`src/rtl/mem_master.sv`:
```
// mem_master: buffers client commands in a small FIFO and issues them one at a time
// on a valid/ready memory interface, returning read data or a timeout error in order.
module mem_master #(
    parameter int WIDTH      = 16,
    parameter int DEPTH      = 16,
    parameter int ADDR_WIDTH = 4,
    parameter int FIFO_DEPTH = 4,
    parameter int TIMEOUT    = 64
) (
    input  logic                  clk,
    input  logic                  rst,
    input  logic                  cmd_valid,
    output logic                  cmd_ready,
    input  logic                  cmd_wr_rd,
    input  logic [ADDR_WIDTH-1:0] cmd_addr,
    input  logic [WIDTH-1:0]      cmd_wdata,
    output logic                  valid,
    output logic                  wr_rd,
    output logic [ADDR_WIDTH-1:0] addr,
    output logic [WIDTH-1:0]      wdata,
    input  logic                  ready,
    input  logic [WIDTH-1:0]      rdata,
    output logic                  rsp_valid,
    input  logic                  rsp_ready,
    output logic                  rsp_wr_rd,
    output logic [WIDTH-1:0]      rsp_rdata,
    output logic                  rsp_err,
    output logic                  busy
);
    localparam int PTR_W = (FIFO_DEPTH > 1) ? $clog2(FIFO_DEPTH) : 1;
    localparam int CNT_W = PTR_W + 1;
    localparam int TMO_W = (TIMEOUT > 1) ? $clog2(TIMEOUT) : 1;
    localparam int ENT_W = 1 + ADDR_WIDTH + WIDTH;
    localparam logic [CNT_W-1:0] FULL_CNT = CNT_W'(FIFO_DEPTH);
    localparam logic [TMO_W-1:0] TMO_LAST = TMO_W'(TIMEOUT - 1);

    typedef enum logic [1:0] {IDLE = 2'd0, REQ = 2'd1, RESP = 2'd2} state_t;

    // DEPTH only documents the memory size; reject one the address bus cannot reach.
    if (DEPTH > (1 << ADDR_WIDTH)) begin : g_depth_check
        $error("mem_master: DEPTH exceeds address space");
    end

    state_t                  state_q, state_d;
    logic [ENT_W-1:0]        ent_q [FIFO_DEPTH];
    logic [PTR_W-1:0]        wr_ptr_q, wr_ptr_d, rd_ptr_q, rd_ptr_d;
    logic [CNT_W-1:0]        count_q, count_d;
    logic                    cmd_ready_q;
    logic                    valid_q, valid_d, wr_rd_q, wr_rd_d;
    logic [ADDR_WIDTH-1:0]   addr_q, addr_d;
    logic [WIDTH-1:0]        wdata_q, wdata_d;
    logic [TMO_W-1:0]        tmo_q, tmo_d;
    logic                    rsp_valid_q, rsp_valid_d, rsp_wr_rd_q, rsp_wr_rd_d;
    logic [WIDTH-1:0]        rsp_rdata_q, rsp_rdata_d;
    logic                    rsp_err_q, rsp_err_d;
    logic                    busy_q;
    logic                    push_s, pop_s;
    logic [ENT_W-1:0]        head_s;

    assign push_s = cmd_valid && cmd_ready_q;
    assign head_s = ent_q[rd_ptr_q];

    // Transaction sequencer: issue from FIFO head, wait for ready or timeout, hand back response.
    always_comb begin
        state_d     = state_q;
        valid_d     = valid_q;
        wr_rd_d     = wr_rd_q;
        addr_d      = addr_q;
        wdata_d     = wdata_q;
        tmo_d       = tmo_q;
        rsp_valid_d = rsp_valid_q;
        rsp_wr_rd_d = rsp_wr_rd_q;
        rsp_rdata_d = rsp_rdata_q;
        rsp_err_d   = rsp_err_q;
        pop_s       = 1'b0;
        case (state_q)
            IDLE: begin
                if ((count_q != '0) && !rsp_valid_q) begin
                    pop_s                      = 1'b1;
                    valid_d                    = 1'b1;
                    {wr_rd_d, addr_d, wdata_d} = head_s;
                    tmo_d                      = '0;
                    state_d                    = REQ;
                end else begin
                    state_d = IDLE;
                end
            end
            REQ: begin
                if (ready) begin
                    valid_d     = 1'b0;
                    rsp_valid_d = 1'b1;
                    rsp_wr_rd_d = wr_rd_q;
                    rsp_rdata_d = wr_rd_q ? '0 : rdata;
                    rsp_err_d   = 1'b0;
                    state_d     = RESP;
                end else if (tmo_q == TMO_LAST) begin
                    valid_d     = 1'b0;
                    rsp_valid_d = 1'b1;
                    rsp_wr_rd_d = wr_rd_q;
                    rsp_rdata_d = '0;
                    rsp_err_d   = 1'b1;
                    state_d     = RESP;
                end else begin
                    tmo_d = tmo_q + TMO_W'(1);
                end
            end
            RESP: begin
                if (rsp_ready) begin
                    rsp_valid_d = 1'b0;
                    rsp_err_d   = 1'b0;
                    state_d     = IDLE;
                end else begin
                    state_d = RESP;
                end
            end
            default: begin
                valid_d     = 1'b0;
                rsp_valid_d = 1'b0;
                rsp_err_d   = 1'b0;
                state_d     = IDLE;
            end
        endcase
    end

    // FIFO pointer and occupancy bookkeeping.
    always_comb begin
        wr_ptr_d = push_s ? (wr_ptr_q + PTR_W'(1)) : wr_ptr_q;
        rd_ptr_d = pop_s ? (rd_ptr_q + PTR_W'(1)) : rd_ptr_q;
        count_d  = count_q + CNT_W'(push_s) - CNT_W'(pop_s);
    end

    // FIFO storage.
    always_ff @(posedge clk or negedge rst) begin
        if (!rst) begin
            for (int i = 0; i < FIFO_DEPTH; i++) begin
                ent_q[i] <= '0;
            end
        end else if (push_s) begin
            ent_q[wr_ptr_q] <= {cmd_wr_rd, cmd_addr, cmd_wdata};
        end
    end

    // State and registered outputs; cmd_ready stays low until the first edge after reset.
    always_ff @(posedge clk or negedge rst) begin
        if (!rst) begin
            state_q     <= IDLE;
            wr_ptr_q    <= '0;
            rd_ptr_q    <= '0;
            count_q     <= '0;
            cmd_ready_q <= 1'b0;
            valid_q     <= 1'b0;
            wr_rd_q     <= 1'b0;
            addr_q      <= '0;
            wdata_q     <= '0;
            tmo_q       <= '0;
            rsp_valid_q <= 1'b0;
            rsp_wr_rd_q <= 1'b0;
            rsp_rdata_q <= '0;
            rsp_err_q   <= 1'b0;
            busy_q      <= 1'b0;
        end else begin
            state_q     <= state_d;
            wr_ptr_q    <= wr_ptr_d;
            rd_ptr_q    <= rd_ptr_d;
            count_q     <= count_d;
            cmd_ready_q <= (count_d != FULL_CNT);
            valid_q     <= valid_d;
            wr_rd_q     <= wr_rd_d;
            addr_q      <= addr_d;
            wdata_q     <= wdata_d;
            tmo_q       <= tmo_d;
            rsp_valid_q <= rsp_valid_d;
            rsp_wr_rd_q <= rsp_wr_rd_d;
            rsp_rdata_q <= rsp_rdata_d;
            rsp_err_q   <= rsp_err_d;
            busy_q      <= (count_d != '0) || (state_d != IDLE);
        end
    end

    assign cmd_ready = cmd_ready_q;
    assign valid     = valid_q;
    assign wr_rd     = wr_rd_q;
    assign addr      = addr_q;
    assign wdata     = wdata_q;
    assign rsp_valid = rsp_valid_q;
    assign rsp_wr_rd = rsp_wr_rd_q;
    assign rsp_rdata = rsp_rdata_q;
    assign rsp_err   = rsp_err_q;
    assign busy      = busy_q;
endmodule

```
`config.mk`:
```
export PLATFORM = sky130hd
export DESIGN_NAME = mem_master
export DESIGN_NICKNAME = d
export VERILOG_FILES = /design/src/rtl/mem_master.sv
export SDC_FILE = /design/constraint.sdc
export NUM_CORES = 1
export LEC_CHECK = 0
export CORE_MARGIN = 4
export CORE_UTILIZATION = 36
export CTS_CLUSTER_SIZE = 40
export DETAILED_ROUTE_END_ITERATION = 16
export DONT_BUFFER_PORTS = 1
export PLACE_DENSITY_LB_ADDON = 0.2
export SKIP_LAST_GASP = 1
export SYNTH_ARGS = -nofsm -noshare
export SYNTH_HDL_FRONTEND = slang
export SYNTH_SLANG_ARGS = --single-unit
```
`constraint.sdc`:
```
create_clock -name clk -period 3.7 [get_ports clk]
set_clock_uncertainty 0.1 [all_clocks]
set_input_delay 0.74 -clock clk [delete_from_list [all_inputs] [get_ports clk]]
set_output_delay 0.74 -clock clk [all_outputs]
set_load 0.1 [all_outputs]
```
==> results.json, run 1 <==
{
  "status": "finished with violations",
  "violations": "hold timing",
  "crit_fanout": 3,
  "timing.final.crit_share_pct": 69.5,
  "synth_warnings": 0,
  "yosysMostFrequentCell": "dfrtp_1",
  "syn_to_final_growth_pct": 13.1,
  "synth-async-reset-ratio_pct": 100,
  "synth-main-ff-cell": "dfrtp_1",
  "grtUsageMet3_pct": 5.44,
  "drc_errors": 0,
  "wl_um": 11900,
  "io_buffers": 0,
  "max-clock-path-buffers": 2,
  "die_h_um": 137,
  "worst_pin_slew_ns": 1.01,
  "start_util_pct": 37.2,
  "synth_top_cell_by_area": "dfrtp_1",
  "rr_endpoint": "busy",
  "top_usage_layer": "met2",
  "dp_hpwl_um": 7300,
  "holdWs_ns": -0.0709,
  "drv_slew": 0,
  "tns_ns": 0,
  "pre_cts_ws_ns": 1.06,
  "antenna_found_initial": 0,
  "root_buffer": "clkbuf_16",
  "fin_crit_ns": 2.57,
  "setup_viol": 0,
  "num_vias": 3136,
  "path_class": "reg -> reg",
  "startpoint": "count_q[0]",
  "regToRegSetupSlack_ns": 1.13,
  "maxCapViolCount": 0,
  "firstDrtPassIters": 3,
  "synth.distinct_cells": 39,
  "arrival_ns": 2.76,
  "finalNetCount": 435,
  "synth-edff-count": 0,
  "dp_cells": 582,
  "die_w_um": 137,
  "synthTopCellsByArea": "dfrtp_1 (59%), mux2_2 (20%), mux4_2 (6.0%), a22o_1 (2.3%), mux4_1 (2.2%)",
  "numCtsBuffers": 17,
  "grt_pass1_vias": 3485,
  "antennaDiodeCount": 0,
  "cp-start-kind": "flip-flop",
  "cts_tree": "built",
  "finalHoldViolCount": 142,
  "maxSlewHeadroom_pct": 32.4,
  "cts.clk_slew.worst_paths_ns": 0.06,
  "htree_levels": 4,
  "synth-seq-area-share_pct": 59.2,
  "rr_startpoint": "count_q[0]",
  "first_iter_violations": 108,
  "grt_max_degree": 143,
  "gr-total-overflow": 0,
  "clk_latency_ns": 0.41,
  "drtAntennaViolNets": 0,
  "ff2ff_path_depth": 9,
  "fin_ws_ns": 1.13,
  "core_area_mm2": 0.0161,
  "syn_area_mm2": 0.00600,
  "grt_pass1_wl_um": 19000,
  "via_per_inst": 5.12,
  "met2_usage_pct": 21.6,
  "netlist_instances": 377,
  "netlist.area_leader.share_pct": 59.2,
  "yosys-top-cells-count": "dfrtp_1 (142), mux2_2 (106), a22o_1 (16), mux4_2 (16), buf_2 (12)",
  "synthesis.nets": 427,
  "endpoint": "busy",
  "fmax_mhz": 389,
  "avgSynthCellArea_um2": 15.9,
  "drive_gt1_share_pct": 40.8,
  "gp_congestion": 0.720,
  "rsz0062_at_grt": "false",
  "track_usage_pct": 13.5,
  "rows": 46,
  "dieArea_mm2": 0.0188,
  "met1_usage_pct": 16.4,
  "wire_per_inst_um": 19.5,
  "worst_hold_path_type": "in -> async",
  "io_pins": 85,
  "cp-end-kind": "flip-flop",
  "cts_resized": 0,
  "final_cell_count_no_fill": 613,
  "cp.required_ns": 3.89,
  "clock_sinks": 142,
  "synth_seq_cells": 142
}
==> placed cells by master, fill, tap and decap left out, types with 2 or more instances in the layout <==
master     count
nor3_1         2
mux4_2        16
mux2_2       106
bufinv_16      2
clkbuf_8       3
clkbuf_16     17
clkbuf_1       4
inv_1          8
xnor2_1        4
o21ai_0        3
mux2i_1        3
buf_4          8
nand3_1        8
nor2_1         6
nand2b_1       2
nand2_1        8
mux4_1         5
dfrtp_1      141
ha_1           7
a21oi_1        3
clkinv_2       4
a22o_1        16
==> routing by layer <==
layer  share of wire, %  up-vias
met2                 48       79
li1                   -     1398
met5                  0        -
met3                8.1        8
met4                1.3        0
met1                 42     1651
==> cells by family (layout without fill, tap and decap cells) <==
group | after synthesis | in the layout | synth area share, %
multiplexers | 131 | 131 | 28.8
buffers and inverters | 27 | 47 | 2.57
AND/OR/NAND/NOR | 36 | 36 | 3.28
AO/OA/AOI/OAI | 28 | 28 | 3.61
XOR/XNOR | 5 | 5 | 0.730
flip-flops | 142 | 142 | 59.2
adder cells (fa/ha/maj) | 8 | 8 | 1.79
==> stage by stage <==
| stage | area, um^2 | util (%) |
|---|---|---|
| finish | 6780 | 42.1 |
| global route | 6780 | 42.1 |
| CTS | 6780 | 42.1 |
| detailed placement | 6210 | 38.6 |
| global placement | 6210 | 38.6 |
| floorplan | 6000 | - |
==> sequential cells by signal, indices dropped and copies added (netlist names) <==
| register | cells |
|---|---|
| rsp_err | 1 |
| wdata | 16 |
| rd_ptr_q | 2 |
| valid | 1 |
| ent_q | 84 |
| rsp_valid | 1 |
| tmo_q | 6 |
| state_q | 2 |
| wr_ptr_q | 2 |
| wr_rd | 1 |
| cmd_ready | 1 |
| rsp_rdata | 16 |
| count_q | 3 |
| busy | 1 |
| addr | 4 |
| rsp_wr_rd | 1 |
==> worst min-delay path by stage <==
stage	start	endpoint	slack [ns]	cells past startpoint
global route	rst	rsp_rdata[7]	-0.1	0
floorplan	rst	addr[0]	0.34	0
finish	rst	valid	-0.07	0
CTS	rst	tmo_q[4]	-0.1	0
detailed placement	rst	tmo_q[4]	0.35	0
global placement	rst	tmo_q[0]	0.35	0
==> what timing repair did <==
item | CTS | global route
endpoints found under the hold margin | 142 | 142
setup endpoints to repair | 0 | 0
setup buffers | 0 | 0
==> critical path, cell delays in order, from the launching register on <==
cell	delay (ns)
dfrtp_1	0.38
nor3_1	0.37
nor4_4	0.06
ha_1	0.28
inv_1	0.04
ha_1	0.18
fa_1	0.38
xnor2_1	0.15
xnor2_1	0.15
or3_1	0.35
==> cell type report <==
cell class	count	area, um^2
fillers	1489	9330
flip-flops and latches	142	3550
inverters	8	30.0
clock inverters	7	87.6
multi-input cells	208	2300
clock buffers	24	482
well taps	216	270
repair buffers	8	60.1
Power of run 1 is not shown: default switching activity piles up to over one toggle a cycle in this logic, so the estimate is an artifact.
==> inputs of run 2 (changes only) <==
clock period = 2.5 ns   (was 3.7 ns; I/O delays follow)
==> run 2 against run 1 <==
Compared with the run above:
- the flow still finishes with violations (hold timing)
- non-clock buffer count up 25
- setup slack worse by 1.1 ns
- count of clock-buffer cells in the layout is 1 higher
- final area up 3.8%
- core utilization increased by 1.6 points
- critical path depth decreased by 1
- sequential cell count stayed put
- cell count up 4.1%
==> results.json, run 2 (synthesized netlist as in run 1, its figures left out) <==
{
  "finalNetCount": 460,
  "dieArea_mm2": 0.0188,
  "regToRegSetupSlack_ns": 0.04,
  "path_class": "reg -> reg",
  "critPathBufInv": 1,
  "cpMaxStageDelayCell": "dfrtp_4",
  "final_common_cell": "dfrtp_1",
  "antenna_found_initial": 0,
  "worst_hold_path_type": "in -> async",
  "fin_ws_ns": 0.0410,
  "layout_common_cells": "dfrtp_1 (139), mux2_2 (106), buf_4 (32)",
  "drc_errors": 0,
  "io_pins": 85,
  "gr-total-overflow": 0,
  "status": "finished with violations",
  "die_w_um": 137,
  "syn_to_final_growth_pct": 17.4,
  "clk_latency_ns": 0.42,
  "dp_hpwl_um": 7660,
  "drtAntennaViolNets": 0,
  "start_util_pct": 37.2,
  "wire_per_inst_um": 19.3,
  "track_usage_pct": 14.0,
  "final_cell_count_no_fill": 638,
  "maxCapViolCount": 0,
  "violations": "hold timing",
  "rsz0062_at_grt": "true",
  "tns_ns": 0,
  "cts_tree": "built",
  "wl_um": 12300,
  "cts_setup_buffers": 0,
  "worstPathCellList": "nor4_4, ha_4, inv_1, ha_2, fa_2, nor2_4, nand3_1, or3_1",
  "clock_sinks": 142,
  "root_buffer": "clkbuf_16",
  "drive_gt1_share_pct": 46.2,
  "path_delay_family": "adder cells",
  "numCtsBuffers": 17,
  "maxSlewHeadroom_pct": 37.5,
  "top_register": "ent_q",
  "drv_slew": 0,
  "first_iter_violations": 155,
  "setup_viol": 0,
  "grt_pass1_vias": 3518,
  "core_area_mm2": 0.0161,
  "grt_pass1_wl_um": 19600,
  "max-clock-path-buffers": 2,
  "gp_congestion": 0.704,
  "die_h_um": 137,
  "firstDrtPassIters": 4,
  "worst_pin_slew_ns": 0.937,
  "cpPeakStageDelay_ns": 0.49,
  "arrival_ns": 2.66,
  "fin_crit_ns": 2.46,
  "fmax_mhz": 407,
  "cts.clk_slew.worst_paths_ns": 0.06,
  "finalHoldViolCount": 142,
  "holdWs_ns": -0.321,
  "crit_fanout": 2,
  "dp_cells": 607,
  "grt_max_degree": 143,
  "via_per_inst": 5.13,
  "io_buffers": 0,
  "cp-start-kind": "flip-flop",
  "num_vias": 3270,
  "timing.final.crit_share_pct": 98.4,
  "rows": 46,
  "pre_cts_ws_ns": 0.0365,
  "largest_register_ffs": 84,
  "cp-end-kind": "flip-flop",
  "cp.required_ns": 2.70,
  "htree_levels": 4,
  "antennaDiodeCount": 0
}
run 2: cell count changes in the layout (fill, tap and decap cells not counted), sizes merged:
| cell | before | now |
|---|---|---|
| buf | 8 | 33 |
| clkbuf | 24 | 25 |
| clkinv | 4 | 3 |
run 2: what timing repair did:
action | in CTS | in global routing
endpoints found under the hold margin | 142 | 142
endpoints found under the setup margin | 0 | 1
gates resized for setup | 0 | 3
run 2: layout make-up:
type,count,area [um^2]
Fill cell,1481,9070
Sequential cell,142,3560
Multi-Input combinational cell,208,2340
Clock buffer,25,495
Tap cell,216,270
Timing Repair Buffer,33,260
Clock inverter,6,82.6
Inverter,8,30.0
run 2: worst paths after layout:
path,start,to,depth (start not counted)
setup reg to reg,rsp_valid,busy,8
hold / removal,rst,tmo_q[4],0
max in group asynchronous,rst,rd_ptr_q[0],0
min in group clk,ready,rsp_err,1
setup / recovery,rsp_valid,busy,8
hold reg to reg,wr_rd,wr_rd,1
run 2: per-stage QoR:
step                      hold WS [ns]  cell area (um^2)  utilization [%]
final                           -0.321              7040             43.7
after CTS                       -0.347              7030             43.6
after global routing            -0.347              7040             43.7
after global placement           0.112              6450             40.0
after floorplan                  0.104              6050                -
after detailed placement         0.113              6450             40.0
run 2: worst register-to-register path: stages, from the launching register on:
cell and delay (ns):
dfrtp_4 0.49, nor4_4 0.35, ha_4 0.25, inv_1 0.05, ha_2 0.17, fa_2 0.46, nor2_4 0.10, nand3_1 0.06
or3_1 0.31
run 2: routing by layer:
layer / track usage (%) / vias up / wire [um]
met3: 5.44 / 20 / 1030
met5: 0 / - / 0
met4: 5.82 / 0 / 239
met2: 22.4 / 92 / 5930
met1: 16.9 / 1706 / 5140
li1: - / 1452 / -
Power of run 2 is left out for the same reason.
